$ cat config.mk
export PLATFORM = sky130hd
export DESIGN_NAME = led_status_ctrl
export DESIGN_NICKNAME = d
export VERILOG_FILES = /design/src/rtl/led_status_ctrl.sv
export SDC_FILE = /design/constraint.sdc
export NUM_CORES = 1
export LEC_CHECK = 0
export CORE_ASPECT_RATIO = 1.1
export CORE_UTILIZATION = 50
export CTS_BUF_LIST = sky130_fd_sc_hd__clkbuf_8
export CTS_CLUSTER_SIZE = 10
export DETAILED_ROUTE_END_ITERATION = 10
export PLACE_DENSITY = 0.72
export SLEW_MARGIN = 5
export SYNTH_ARGS = -nofsm -noshare
export SYNTH_HDL_FRONTEND = slang
export SYNTH_SLANG_ARGS = --single-unit
$ cat constraint.sdc
create_clock -name CLK -period 2.4 [get_ports CLK]
set_input_delay 0.48 -clock CLK [delete_from_list [all_inputs] [get_ports CLK]]
set_output_delay 0.48 -clock CLK [all_outputs]
set_load 0.005 [all_outputs]
$ cat src/rtl/led_status_ctrl.sv
// Status-lamp controller: 500 ms blink prescaler plus IDLE/BUSY/DONE/ERR lamp FSM.
// Define LED_TIMEOUT_EN to compile in the BUSY timeout counter and BUSY->ERR timeout exit.
module led_status_ctrl #(
  parameter int unsigned HALF_CNT      = 25000000,
  parameter int unsigned TIMEOUT_TICKS = 10
) (
  input  logic       CLK,
  input  logic       RST,
  input  logic       START,
  input  logic       DONE,
  input  logic       DIV_ZERO,
  input  logic       ACK,
  output logic       CLK_500ms,
  output logic [2:0] LEDLAMP
);

  localparam int unsigned   CW      = (HALF_CNT > 1) ? $clog2(HALF_CNT) : 1;
  localparam logic [CW-1:0] CNT_MAX = CW'(HALF_CNT - 1);

  typedef enum logic [1:0] {
    IDLE   = 2'd0,
    BUSY   = 2'd1,
    DONE_S = 2'd2,
    ERR    = 2'd3
  } state_t;

  logic [CW-1:0] r_cnt;
  logic          r_clk_500ms;
  logic          r_start_q;
  logic          r_ack_q;
  state_t        r_state;
  state_t        w_state_next;
  logic [2:0]    r_lamp;
  logic [2:0]    w_lamp_next;
  logic          w_tick;
  logic          w_start_rise;
  logic          w_ack_rise;
  logic          w_timeout;

  // Empty marker scope: an out-of-range configuration is visible by name in the elaborated hierarchy.
  generate
    if (HALF_CNT < 2 || TIMEOUT_TICKS < 1 || TIMEOUT_TICKS > 255) begin : g_bad_params
    end
  endgenerate

  assign w_tick = (r_cnt == CNT_MAX);

  always_ff @(posedge CLK or posedge RST) begin
    if (RST) begin
      r_cnt       <= '0;
      r_clk_500ms <= 1'b0;
    end else if (w_tick) begin
      r_cnt       <= '0;
      r_clk_500ms <= ~r_clk_500ms;
    end else begin
      r_cnt <= r_cnt + CW'(1);
    end
  end

  always_ff @(posedge CLK or posedge RST) begin
    if (RST) begin
      r_start_q <= 1'b0;
      r_ack_q   <= 1'b0;
    end else begin
      r_start_q <= START;
      r_ack_q   <= ACK;
    end
  end

  assign w_start_rise = START & ~r_start_q;
  assign w_ack_rise   = ACK & ~r_ack_q;

`ifdef LED_TIMEOUT_EN
  localparam logic [7:0] TO_LAST = 8'(TIMEOUT_TICKS - 1);

  logic [7:0] r_to_cnt;

  always_ff @(posedge CLK or posedge RST) begin
    if (RST) begin
      r_to_cnt <= '0;
    end else if (w_state_next == BUSY && r_state != BUSY) begin
      r_to_cnt <= '0;
    end else if (r_state == BUSY && w_tick) begin
      r_to_cnt <= r_to_cnt + 8'd1;
    end
  end

  assign w_timeout = (r_state == BUSY) && w_tick && (r_to_cnt == TO_LAST);
`else
  assign w_timeout = 1'b0;
`endif

  // State register; the lamp register follows the next-state value on the same edge.
  always_ff @(posedge CLK or posedge RST) begin
    if (RST) begin
      r_state <= IDLE;
      r_lamp  <= 3'b000;
    end else begin
      r_state <= w_state_next;
      r_lamp  <= w_lamp_next;
    end
  end

  always_comb begin
    w_state_next = r_state;
    case (r_state)
      IDLE: begin
        if (w_start_rise) w_state_next = BUSY;
      end
      BUSY: begin
        if (DONE)           w_state_next = DIV_ZERO ? ERR : DONE_S;
        else if (w_timeout) w_state_next = ERR;
      end
      DONE_S, ERR: begin
        if (w_start_rise)    w_state_next = BUSY;
        else if (w_ack_rise) w_state_next = IDLE;
      end
      default: w_state_next = IDLE;
    endcase
  end

  always_comb begin
    w_lamp_next = 3'b000;
    case (w_state_next)
      BUSY:    w_lamp_next = 3'b001;
      DONE_S:  w_lamp_next = 3'b010;
      ERR:     w_lamp_next = 3'b100;
      default: w_lamp_next = 3'b000;
    endcase
  end

  assign CLK_500ms = r_clk_500ms;
  assign LEDLAMP   = r_lamp;

endmodule

==> results by group, run 1 <==
Critical path
  – Slowest stage delay, CP: approximately 540 ps
  – Crit path max-delay family: simple AND/OR/NAND/NOR gates
  – Worst Setup Path Type: reg2reg
  – Max stage delay cell, worst path: or4b_4
  – Crit path capture type: flip-flop
  – Worst EP required: around 2600 ps
  – Crit path cell chain: ha_1 -> and3_4 -> or4b_4 -> or4_1 -> a21oi_1
  – Startpoint Class: flip-flop
  – Buf/Inv on CP: 0
  – Critical Path AT: ~2300 ps
  – Crit Path Max Fanout: 12
  – Reg2reg setup slack: 320 ps

Routing
  – Initial DRC Count: 24
  – DRC: 0
  – Vias per inst: 5.79
  – Final wirelength: roughly 2.8 mm
  – Antenna Nets Post-Route: 0
  – TritonRoute pass-1 iters: 5
  – Via count: between 1000 and 1500
  – Wire per inst: approximately 14 microns

Timing
  – Final setup violation count: 0
  – Max Fclk: between 400 and 500 MHz
  – Final setup margin: about 320 ps
  – Worst Max-Slew Pin Slew: slightly above 600 ps
  – Setup TNS: 0 ps
  – Clk_skew: around 4.2 ps
  – Crit path time final: around 2100 ps
  – Tcrit/Tclk final: 86.7%
  – Fin. max-slew vios: 0
  – Worst slew margin: about three fifths
  – Fin. Hold Viols: 0
  – RSZ-0062 raised after global routing: no

GRT
  – First-pass GRT wire length: around 5.1 mm
  – Met2 usage: 34.8%
  – Grt met3 use: under 10%
  – Vias in the first global route: about 1200
  – GR peak layer: met2
  – Global-route met1 utilization: 23.1%
  – Antenna violations before repair: 0
  – GRT Residual Overflow: 0
  – Largest net degree at the start of global routing: 34
  – GRT Util Overall: about 20%

Final layout
  – Core Util, Final: around 61%
  – ANT cells: 0
  – Post-route cell area: approximately 1800 sq um
  – Final net count: 171
  – Commonest non-fill, non-tap cell in the layout: dfrtp_1
  – Fraction of layout cells with a size suffix above 1: under 10%
  – Final std cells w/o fill: ~200
  – Area Growth Syn to Fin: 12.5%
  – Commonest non-fill, non-tap cells in the layout: dfrtp_1 (33), nand2_1 (13), nor2_1 (12)

Synthesis
  – Ys Warns: 0
  – Syn Nets: ~160
  – Mapped cell area: 1560 sq um
  – Register area share after synthesis: between 50 and 60%
  – Synth Flop Type: dfrtp_1
  – Yosys cell types: 37
  – Synth Area per Inst: 10.3 sq um
  – Syn Inst Count: 151
  – Number of flops mapped to enable cells by yosys: 0
  – Async set-reset flop share out of synthesis: 100%
  – Register bit total from synthesis: 33

Place
  – Port buffer count: 9
  – Area after DPL: approximately 1700 sq um
  – Dpl ws: roughly 330 ps
  – Dpl cells: 190
  – Gpl congestion: between 0.8 and 0.9
  – HPWL Detailed: about 2 mm

Clocking
  – Clock Latency Late Sink: between 200 and 300 ps
  – Post-CTS Hold Buffers: 0
  – Clk pin slew, worst setup/hold paths: ~60 ps
  – CTS Root Cell: clkbuf_8
  – Post-CTS Setup Repair Bufs: 0
  – Post-CTS resize count: 0
  – TritonCTS clock tree: yes
  – Clock Path Buffers: 2
  – Clock sink count: 33
  – CTS H-tree depth: 2
  – Inserted Clock Buffers: 5

Floorplanning
  – Die X: approximately 55 microns
  – Row cnt: 20
  – # IOs: 10
  – Die area: between 3000 and 4000 sq um
  – Core area: 2850 sq um
  – Die H: roughly 60 microns
  – Initial Utilization: 54.6%

Power and ir drop
  – Pleak: between 0.0007 and 0.0008 uW
  – P per Cell Area: 646 nW/um^2
  – VDD IR max: 0.498 mV

Hold path
  – Hold crit path type: reg2reg

Flow run
  – Max_cap viols: 0

Outcome
  – Outcome: finished, final reports clean
==> per-layer routing <==
metal | wire length, microns | up-vias | part of all wire, %
li1 | - | 568 | -
met1 | 1270 | 555 | 45
met2 | 1380 | 14 | 49
met3 | 91 | 9 | 3.2
met4 | 63 | 0 | 2.2
met5 | 0 | - | 0
==> worst register-to-register path: cells and delay by family (launching register included) <==
family	cells	cell delay, ps
fa+ha+maj	1	220
flops	1	400
simple gates	3	1250
compound gates	1	150
==> through the flow <==
step                hold WS (ps)  power (uW)
floorplan                    460         689
global placement             456         757
detailed placement           462         762
CTS                          478        1150
global route                 501        1190
finish                       472        1130
==> report_power, final <==
group / internal (uW) / switching, uW
Clock: 193 / 190
Combinational: 74.1 / 56.2
Sequential: 597 / 22.3
==> kinds of logic after synthesis <==
group,share of synthesized area (%)
and+or+nand+nor,24.7
DFF,53.0
AOI/OAI and AO/OA,8.99
xor gates and xnor gates,7.87
buffers and inverters,3.93
muxes,0.722
adders and majority gates,0.802
==> state kept, by name (all words and copies together), names as in the netlist <==
| name | flops |
|---|---|
| r_cnt | 25 |
| r_start_q | 1 |
| LEDLAMP | 3 |
| r_ack_q | 1 |
| r_state | 2 |
| CLK_500ms | 1 |
==> area by class of cell <==
| type | instances | area, sq um |
|---|---|---|
| Clock buffer | 5 | 68.8 |
| Clock inverter | 3 | 11.3 |
| Fill cell | 255 | 1100 |
| Inverter | 8 | 30.0 |
| Multi-Input combinational cell | 105 | 672 |
| Sequential cell | 33 | 826 |
| Tap cell | 33 | 41.3 |
| Timing Repair Buffer | 11 | 105 |
==> worst paths after layout <==
path | start | to | cells past startpoint
worst max-delay path | r_cnt[0]$_DFF_PP0_ | r_cnt[24]$_DFF_PP0_ | 5
min in group asynchronous | RST | r_cnt[19]$_DFF_PP0_ | 3
worst max register to register | r_cnt[0]$_DFF_PP0_ | r_cnt[24]$_DFF_PP0_ | 5
worst min-delay path | CLK_500ms$_DFFE_PP0N_ | CLK_500ms$_DFFE_PP0N_ | 1
max in group asynchronous | RST | r_cnt[3]$_DFF_PP0_ | 3
worst min register to register | CLK_500ms$_DFFE_PP0N_ | CLK_500ms$_DFFE_PP0N_ | 1
==> synth_stat cells (2+ instances only) <==
library cell,instances,area (sq um)
dfrtp_1,33,826
nand2_1,13,48.8
nor2_1,12,45.0
nand4_1,9,56.3
xnor2_1,9,78.8
inv_1,8,30.0
a21oi_1,7,35.0
nand3_1,6,30.0
o21ai_0,5,25.0
o31ai_1,5,37.5
xor2_1,5,43.8
nor3_1,4,20.0
or3_1,4,25.0
or4_1,4,30.0
nor4_1,3,18.8
and4_1,2,17.5
clkbuf_1,2,7.51
Note: power is estimated with default switching activity, not from simulation.
==> run 2: changes to the inputs <==
--- a/config.mk
+++ b/config.mk
@@ -8,7 +8,6 @@
 export CORE_ASPECT_RATIO = 1.1
 export CORE_UTILIZATION = 50
 export CTS_BUF_LIST = sky130_fd_sc_hd__clkbuf_8
-export CTS_CLUSTER_SIZE = 10
 export DETAILED_ROUTE_END_ITERATION = 10
 export PLACE_DENSITY = 0.72
 export SLEW_MARGIN = 5
==> results of run 2 <==
Same layout as run 1: the final DEF is identical, and so are final timing and power.
==> run 3: changes to the inputs <==
--- a/config.mk
+++ b/config.mk
@@ -9,8 +9,9 @@
 export CORE_UTILIZATION = 50
 export CTS_BUF_LIST = sky130_fd_sc_hd__clkbuf_8
 export DETAILED_ROUTE_END_ITERATION = 10
+export HOLD_SLACK_MARGIN = 0.15
 export PLACE_DENSITY = 0.72
-export SLEW_MARGIN = 5
+export SLEW_MARGIN = 40
 export SYNTH_ARGS = -nofsm -noshare
 export SYNTH_HDL_FRONTEND = slang
 export SYNTH_SLANG_ARGS = --single-unit
==> results of run 3 <==
Same layout as run 1: the final DEF is identical, and so are final timing and power.
==> edit: new RTL, settings of run 1 <==
Register the output `LEDLAMP` once more, with the module's reset; this adds one clock of latency there. The other outputs are not delayed to match.
--- a/src/rtl/led_status_ctrl.sv
+++ b/src/rtl/led_status_ctrl.sv
@@ -130,7 +130,13 @@
   end
 
   assign CLK_500ms = r_clk_500ms;
-  assign LEDLAMP   = r_lamp;
+  always_ff @(posedge CLK or posedge RST) begin
+    if (RST) begin
+      LEDLAMP <= '0;
+    end else begin
+      LEDLAMP <= r_lamp;
+    end
+  end
 
 endmodule
 
Check against the original RTL: not equivalent (a bounded check fails within 4 cycles, from zero or initial values and one cycle with RST high).
==> edit against run 1 <==
  * Routed wire length is 3.3% higher
  * Worst hold slack worse by 0.12 ns
  * Count of clock-buffer cells in the layout stayed put
  * Sequential power is 11% higher
  * Combinational power is 3% higher
  * Area after synthesis is 4.3% higher
  * Sequential share of layout area is 1.5 points higher
  * Sequential cell count is 3 higher
  * Setup slack better by 0.14 ns
  * Total power is 19% higher
  * Cell area is 5.7% higher
  * Critical path type unchanged
  * Highest routed layer unchanged
==> edit: results (changes against run 1) <==
[status]
outcome=complete, no violations

[synth]
synth_area_leaders=dfrtp_1, xnor2_1, xor2_1
syn_nets=157  ; -0.63%
avgSynthCellArea_um2=10.8  ; +4.9%
yosysSeqAreaShare_pct=55.4  ; +2.5 points
synth_commonest_cells=dfrtp_1, nand3_1, nor2_1

[global_route]
grt_pass1_wl_um=4980  ; -2.4%
grt_max_degree=37  ; +8.8%
met1_usage_pct=24.4  ; +1.2 points
grt.met3_usage_pct=6.42  ; +1.1 points
met2_usage_pct=30.3  ; -4.5 points

[final_layout]
layout-drive-gt1-share_pct=9.15  ; -0.55 points
fillers=249  ; -2.4%
fin_nets=170  ; -0.58%

[place]
place_area_mm2=0.00174  ; +4.1%
hpwl_um=1990  ; -0.49%
gp_congestion=0.890  ; +3.9%

[drt]
drtPass1Iterations=4  ; -1
dr.first_iter.drc_count=48  ; +100%
wl_um=2900  ; +3.3%
vias_per_cell=6.10  ; +5.4%

[sta]
skew_ns=0.00417  ; +0.0000103 ns
relSlewSlack_pct=71.3  ; +13 points

[critical_path]
cp_slowest_cell=or4_1
max_stage_delay_ns=0.48  ; -0.06 ns
cp_max_fo=11  ; -1

[power_and_ir_drop]
ir_drop_v=0.000512  ; +2.9%

==> edit: worst register-to-register path: stages (launching register included) <==
cell and delay (ns):
dfrtp_1 0.41, ha_1 0.24, nand3_2 0.13, or3_4 0.46, or4_1 0.48, a21oi_1 0.15
==> edit: logic make-up (layout without fill, tap and decap cells) <==
kind of cell | Yosys count | in the layout | share of synthesized area (%)
buf+inv | 10 | 24 | 3.00
fa+ha+maj | 1 | 1 | 0.770
simple gates | 65 | 65 | 23.9
flops | 36 | 36 | 55.4
compound gates | 23 | 23 | 8.85
xor+xnor | 15 | 15 | 8.08
==> edit: routing by layer <==
metal  up-vias  part of all wire (%)
met2        25                    47
met3         7                   5.4
li1        570                     -
met5         -                     0
met4         0                   2.3
met1       606                    46
==> edit: power groups by stage <==
stage,logic (mW),registers (mW),clock network (mW)
floorplan,0.0650,0.699,0
global placement,0.135,0.701,0
detailed placement,0.136,0.701,0
CTS,0.137,0.689,0.538
global route,0.150,0.692,0.561
finish,0.134,0.688,0.527
==> edit: layout make-up <==
| cell class | count | area, um^2 | share of cell area, % |
|---|---|---|---|
| repair buffers | 11 | 105 | 5.67 |
| inverters | 5 | 18.8 | 1.01 |
| multi-input cells | 104 | 676 | 36.4 |
| clock buffers | 5 | 68.8 | 3.71 |
| flip-flops and latches | 36 | 901 | 48.6 |
| well taps | 34 | 42.5 | 2.29 |
| clock inverters | 3 | 42.5 | 2.29 |
==> edit: final timing paths <==
check	start	cells past startpoint	slack, ns	to
min in group asynchronous	RST	3	0.57	CLK_500ms
hold / removal	r_lamp[1]	0	0.35	LEDLAMP[1]
setup reg to reg	r_cnt[0]	5	0.46	r_cnt[24]
hold reg to reg	r_lamp[1]	0	0.35	LEDLAMP[1]
max in group asynchronous	RST	3	1.52	r_cnt[2]
setup / recovery	r_cnt[0]	5	0.46	r_cnt[24]
